File: config.mk
export PLATFORM = sky130hd
export DESIGN_NAME = phy_rx_lane
export DESIGN_NICKNAME = d
export VERILOG_FILES = /design/src/rtl/phy_rx_lane_pkg.sv /design/src/rtl/phy_rx_lane.sv
export SDC_FILE = /design/constraint.sdc
export NUM_CORES = 1
export LEC_CHECK = 0
export BUFFER_PORTS_ARGS = -buffer_cell sky130_fd_sc_hd__buf_2
export CAP_MARGIN = 10
export CORE_MARGIN = 2
export CORE_UTILIZATION = 50
export DETAILED_ROUTE_END_ITERATION = 16
export HOLD_SLACK_MARGIN = 0.06
export PLACE_DENSITY = 0.7
export SYNTH_ARGS = -nofsm -noshare
export SYNTH_HDL_FRONTEND = slang
export SYNTH_SLANG_ARGS = --single-unit
File: constraint.sdc
create_clock -name clk_32f -period 2.4 [get_ports clk_32f]
set_input_delay 0.48 -clock clk_32f [delete_from_list [all_inputs] [get_ports clk_32f]]
set_output_delay 0.48 -clock clk_32f [all_outputs]
set_load 0.05 [all_outputs]
File: src/rtl/phy_rx_lane_pkg.sv
// Shared PHY definitions for the receive lane: comma symbol and lane FSM encoding.
// The COM value must stay identical to the one the transmit lane inserts.
package phy_rx_lane_pkg;

  localparam logic [7:0] COM = 8'hBC;

  typedef enum logic [1:0] {
    SEARCH = 2'd0,
    ALIGN  = 2'd1,
    LOCKED = 2'd2
  } rx_state_t;

endpackage

File: src/rtl/phy_rx_lane.sv
// Serial receive lane: deserializes one bit per clk_32f, aligns on COM and
// presents each aligned byte with a data/idle flag once locked.
//
// state  | meaning
// SEARCH | sliding COM search at every bit offset
// ALIGN  | COM found; confirming COM at each following byte boundary
// LOCKED | byte aligned; bytes presented at every boundary until reset
module phy_rx_lane
  import phy_rx_lane_pkg::*;
#(
  parameter logic [7:0]  COM_SYM    = COM,
  parameter int unsigned LOCK_COUNT = 4
) (
  input  logic       clk_32f,
  input  logic       reset,
  input  logic       data_in,
  output logic [7:0] data_out,
  output logic       valid_out,
  output logic       active
);

  localparam logic [3:0] LOCK_CNT = 4'(LOCK_COUNT);

  rx_state_t  state_q;
  rx_state_t  state_d;
  logic [7:0] sr_q;
  logic [2:0] bit_cnt_q;
  logic [3:0] com_cnt_q;
  logic [7:0] data_q;
  logic       valid_q;

  logic       boundary;
  logic       sr_is_com;
  logic [3:0] com_next;
  logic       lock_hit;

  assign boundary  = (bit_cnt_q == 3'd0);
  assign sr_is_com = (sr_q == COM_SYM);
  assign com_next  = com_cnt_q + 4'd1;
  assign lock_hit  = (com_next == LOCK_CNT);

  always_ff @(posedge clk_32f or negedge reset) begin
    if (!reset) begin
      state_q <= SEARCH;
    end else begin
      state_q <= state_d;
    end
  end

  always_comb begin
    state_d = state_q;
    case (state_q)
      SEARCH: begin
        if (sr_is_com) state_d = ALIGN;
      end
      ALIGN: begin
        if (boundary) begin
          if (!sr_is_com)    state_d = SEARCH;
          else if (lock_hit) state_d = LOCKED;
        end
      end
      LOCKED:  state_d = LOCKED;
      default: state_d = SEARCH;
    endcase
  end

  always_comb begin
    active = (state_q == LOCKED);
  end

  always_ff @(posedge clk_32f or negedge reset) begin
    if (!reset) begin
      sr_q <= 8'h00;
    end else begin
      sr_q <= {sr_q[6:0], data_in};
    end
  end

  // A broken alignment zeroes the counters; the sliding search restarts next cycle.
  always_ff @(posedge clk_32f or negedge reset) begin
    if (!reset) begin
      bit_cnt_q <= 3'd0;
      com_cnt_q <= 4'd0;
    end else begin
      case (state_q)
        SEARCH: begin
          bit_cnt_q <= sr_is_com ? 3'd1 : 3'd0;
          com_cnt_q <= sr_is_com ? 4'd1 : 4'd0;
        end
        ALIGN: begin
          if (boundary && !sr_is_com) begin
            bit_cnt_q <= 3'd0;
            com_cnt_q <= 4'd0;
          end else begin
            bit_cnt_q <= bit_cnt_q + 3'd1;
            if (boundary) com_cnt_q <= lock_hit ? 4'd0 : com_next;
          end
        end
        LOCKED: begin
          bit_cnt_q <= bit_cnt_q + 3'd1;
          com_cnt_q <= 4'd0;
        end
        default: begin
          bit_cnt_q <= 3'd0;
          com_cnt_q <= 4'd0;
        end
      endcase
    end
  end

  always_ff @(posedge clk_32f or negedge reset) begin
    if (!reset) begin
      data_q  <= 8'h00;
      valid_q <= 1'b0;
    end else if (state_q == LOCKED && boundary) begin
      data_q  <= sr_q;
      valid_q <= !sr_is_com;
    end
  end

  assign data_out  = data_q;
  assign valid_out = valid_q;

endmodule

[After elaboration in Yosys (flattened, before gate mapping)]
Cells that the tools add are included.
Cells by class
  add/subtract/negate cells: 2
  $mul: 0
  divide/modulo/power cells: 0
  $lt $le $gt $ge: 0
  equal/unequal tests: 8
  shift operators: 0
  multiplexer cells: 13
  bitwise gates (word level): 0
  reduce and logical (&&, ||, !) cells: 6
Operators by type and width (number)
  $mux W4: 3
  $pmux W3 S3: 1
  $eq A8 B8 Y1 const B: 1
  $mux W2: 4
  $pmux W4 S2: 1
  $ne A3 B3 Y1 const B: 2
  $pmux W2 S3: 1
  $add A4 B1 Y4 const B: 1
  $eq A4 B3 Y1 const B: 1
  $ne A2 B2 Y1 const B: 2
  $add A3 B1 Y3 const B: 1
  $logic_not A3 Y1: 1
  $mux W3: 1
  $reduce_and A3 Y1: 1
  $eq A2 B1 Y1 const B: 1
  $eq A2 B2 Y1 const B: 1
  $logic_and A1 B1 Y1: 2
  $logic_not A2 Y1: 1
  $mux W1: 2
  $logic_not A1 Y1: 1
Word-level totals
  register bits after elaboration: 26
  latch bits: 0
  memory bits (writable): 0
  bits in read-only memories: 0
  output and inout port bits: 10
  logic and storage cells: 35
  memories kept: 0

[Longest topological paths before layout]
  depth in word-level cells: 6
  depth in mapped cells: 7
  gate-level depth less buffers: 6

[Worst setup path before layout]
Ideal clock, no wire load.
  path kind: register to register
  start: reg com_cnt_q[0]
  end: reg state_q[0]
  setup time: 0.136 ns
  arrival: 1.400 ns
  slack: 0.864 ns
  stages on the path, launching flop included: 5
  clock period less this slack: 1.536 ns
  path through: dfrtp_1 -> ha_1 -> or4_1 -> o21ai_1 -> a311oi_1
Between the ends
  word-level cells in the longest chain between the ends: 4
RTL lines
  start: declaration: line phy_rx_lane.sv:28  | logic [3:0] com_cnt_q;
  start signal: assignment: line phy_rx_lane.sv:88  | com_cnt_q <= sr_is_com ? 4'd1 : 4'd0;
  start signal: assignment: line phy_rx_lane.sv:96  | if (boundary) com_cnt_q <= lock_hit ? 4'd0 : com_next;
  $add A4 B1 Y4: line phy_rx_lane.sv:39  | assign com_next = com_cnt_q + 4'd1;
  $eq A4 B3 Y1: line phy_rx_lane.sv:40  | assign lock_hit = (com_next == LOCK_CNT);
  $ne A3 B3 Y1 (no line)
  $reduce_and A3 Y1 (no line)
  end signal: assignment: line phy_rx_lane.sv:46  | state_q <= state_d;
  end: declaration: line phy_rx_lane.sv:24  | rx_state_t state_q;
Every way passes these cells.
A chain may end at the register's enable or synchronous reset.

[Worst setup path after layout]
  start: reg state_q[0]
  end: out active
Between the ends
  word-level cells in the longest chain between the ends: 1
RTL lines
  $eq A2 B2 Y1: line phy_rx_lane.sv:68  | active = (state_q == LOCKED);
  end: declaration: line phy_rx_lane.sv:19  | output logic active
Every way passes these cells.

==> flow_results.org <==
** Status
- The run finished with clean final reports.

** Clocking
- Clock-pin slew reported for the worst setup and hold paths after clock tree synthesis :: 0.14 ns
- Number of buffers inserted during clock tree synthesis :: 3
- Latest clock arrival within the worst-skew pair :: 0.33 ns
- TritonCTS built the clock tree.
- CTS Hold Bufs :: 0
- Number of H-tree branching levels :: 1
- Number of instances resized during post-cts repair :: 0
- Maximum clock insertion buffer count :: 2
- Clock tree synthesis found a total of 26 sinks.
- Clk Tree Root Cell :: clkbuf_4
- Buffers added to address setup during post-CTS repair amount to 0.

** Synthesis
- The share of the Yosys chip area taken by registers is 0.562.
- Number of cells produced by synthesis :: 91
- Unique masters post-synth :: 29
- Of the total synthesized cell area, the portion taken by XOR and XNOR cells is 0.00757.
- The Yosys step of the flow raised 0 warnings.
- By area, the combinational part of the netlist is dominated by simple AND/OR/NAND/NOR gates.
- Counting flops and latches in the post-synthesis netlist gives 26.
- Synthesis produced a netlist with a net count of 98.
- Fraction of synthesized area in multiplexers :: 0.0778
- Of the total synthesized cell area, the portion taken by full adders, half adders and majority gates is 0.0432.
- Synthesized cell area :: 1160 µm²
- Simple-gate portion of the synthesized area :: 0.168
- The post-synthesis compound-gate area fraction was 0.119.
- Average footprint of a synthesized cell :: 12.7 µm²

** Layout
- In the final layout, the multi-input gates occupy 480 µm².
- Sequential cell area :: 651 µm²
- Number of antenna diodes :: 0
- Commonest cells after routing, fill and taps aside :: dfrtp_1, buf_2, a21oi_1, mux2_2
- The final layout contains 114 nets.
- Of the cells placed in the final design, the portion with a size suffix greater than 1 is 0.283.
- Fill count :: 167
- Leaving out fill and tap cells, the most frequent cell in the layout is dfrtp_1.
- Final standard cell utilization of the core :: 0.591
- Post-route insts no fill :: 134
- Area added between synthesis and finish :: 11.8%

** Floorplanning
- Core region area :: 2190 µm²
- The die is 52.1 µm wide.
- The initial utilization of the core area, before any placement, comes to 0.528.
- Area of the die :: 2720 µm²
- 13 I/O pins were placed.
- The floorplan has 17 rows.
- The die is 52.1 µm tall.

** Power
- Summing internal, switching and leakage power gives 0.000767 W.
- Leakage power figure :: 0.606 nW
- Total power per unit cell area :: 593 nW/µm²
- Peak supply drop :: 0.503 mV

** GRT
- Entering global routing, the biggest net connects 27 pins.
- The first global-routing pass estimated 3220 µm of wire.
- The number of global-route vias before repair was 747.
- The initial antenna violation count came to 0.
- Leftover overflow at the end of global routing :: 0
- Overall global routing resource usage :: 0.161

** Job
- The tool flagged a number of max-cap violations equal to 0.

** Worst setup path
- Worst-path fanout max :: 7
- STA classifies the critical path endpoint as an output port.
- Category of the critical setup timing path :: reg -> out
- Setup crit start kind :: flop
- Measured in cells, the most critical reg-to-reg path has a length of 6.
- The kind of cell with the highest combined delay along the critical path is flip-flops.
- Critical-path top delay cell :: dfrtp_1
- Traced cell by cell, the critical path runs through nand2b_1 > inv_1 > buf_2.
- FF-to-FF End :: com_cnt_q[3]
- Endpoint required time on the critical path :: 1.92 ns
- For this run, the slowest stage of the critical path takes 0.48 ns.
- For the worst setup path, the data arrival time is 1.44 ns.
- Counting both buffers and inverters, the worst setup path holds a total of 2.
- Register-to-register path setup slack :: 0.62 ns
- The startpoint identified for the worst register-to-register timing path is bit_cnt_q[0].

** STA
- Setup repair after global routing left no endpoint under its margin.
- Tcrit/Tclk final :: 0.800
- Adding up every negative setup slack in the final design gives 0 ns.
- The worst pin sits at a relative slew slack of 0.632.
- Based on the critical path, the design can be clocked at up to 0.521 GHz.
- Largest clock skew in the final design :: 0.0110 ns
- Final hold violations :: 0
- Time the worst path needs with I/O delays and setup :: 1.92 ns
- Setup violations remaining at the end of the flow were counted as 0.
- On the final layout, the worst hold slack is 0.114 ns.
- The number of pins with negative max-slew slack in the final report came to 0.
- Slew at the pin closest to its max-slew limit :: 0.552 ns

** Routing
- Post-route DRC violation count :: 0
- Antenna-violating nets left :: 0
- After detailed routing, the average wire length per cell comes to 13.4 µm.
- First-pass detailed-route iteration total :: 4
- Mean number of vias per cell :: 5.56
- Final wirelength :: 1800 µm
- The detailed router placed 745 vias in this run.
- Number of DRC markers in iteration 0 :: 20

** Min path
- The worst hold path belongs to the class in -> async.

** Place
- Including well taps, the total number of placed cells is 130.
- Routability congestion estimate from global placement :: 0.778
- The wire-length estimate of the detail-placed layout is 1320 µm.
- Port Buffers :: 12
-- cell type report --
type	instances	area share
Timing Repair Buffer	12	0.0464
Sequential cell	26	0.503
Clock inverter	1	0.0232
Tap cell	28	0.0271
Multi-Input combinational cell	60	0.371
Clock buffer	3	0.0174
Inverter	4	0.0116
-- per-stage QoR --
step,area (µm²),setup slack (ns)
after floorplan,1160,0.864
after global placement,1240,0.662
after detailed placement,1240,0.668
after CTS,1290,0.471
after global routing,1290,0.408
final,1290,0.480
-- routing by layer --
metal	part of all wire	GRT usage	wire length (µm)
met3	0.032	0.0259	58
met4	0.022	0.0789	40
met5	0	0	0
met2	0.47	0.268	849
met1	0.47	0.202	847
-- worst max-delay path by stage --
stage | endpoint | cells past startpoint | start
CTS | active | 3 | state_q[0]
detailed placement | com_cnt_q[3] | 6 | bit_cnt_q[0]
global route | active | 3 | state_q[0]
finish | active | 3 | state_q[0]
global placement | com_cnt_q[3] | 6 | bit_cnt_q[0]
floorplan | state_q[0] | 4 | com_cnt_q[0]
-- worst register-to-register path: stages (launching register included) --
cell and delay [ns]:
dfrtp_1 0.43, inv_1 0.08, ha_1 0.16, nand2b_1 0.23
nor3_2 0.21, or4b_1 0.46, a21oi_1 0.15
-- cell families after synthesis --
group	count (synthesis)
AO/OA/AOI/OAI	21
flip-flops	26
XOR/XNOR	1
multiplexers	8
adder cells (fa/ha/maj)	4
buffers and inverters	5
AND/OR/NAND/NOR	26
-- Yosys cell counts --
master	count	area [µm²]
a31oi_1	2	12.5
nand2b_1	3	18.8
o21ai_1	1	5.00
nand4b_4	1	23.8
nand3_1	1	5.00
nor3_2	1	10.0
nor2_4	1	11.3
or4b_1	1	10.0
ha_1	4	50.1
inv_1	4	15.0
a311oi_1	2	17.5
o32ai_1	1	8.76
nor3_1	4	20.0
nor2b_1	3	18.8
or2_2	1	6.26
xnor2_1	1	8.76
mux2_2	8	90.1
or4_1	1	7.51
buf_6	1	11.3
nand4bb_4	1	27.5
a21o_1	2	15.0
a21oi_1	8	40.0
nand2_1	4	15.0
a21boi_0	1	7.51
nor2_1	3	11.3
or2b_2	1	8.76
o2111ai_1	3	26.3
dfrtp_1	26	651
o21ai_0	1	5.00
-- registers in the layout (all words and copies together), names as in the netlist --
register   flops
valid_out      1
bit_cnt_q      3
com_cnt_q      4
data_out       8
state_q        2
sr_q           8
-- power by group --
| group | internal, W | leakage (nW) | switching [W] |
|---|---|---|---|
| clock network | 0.000169 | 0.0279 | 0.000130 |
| registers | 0.000445 | 0.345 | 0.00000731 |
| logic | 0.00000545 | 0.233 | 0.0000108 |
Power figures use the tool's default switching activity.
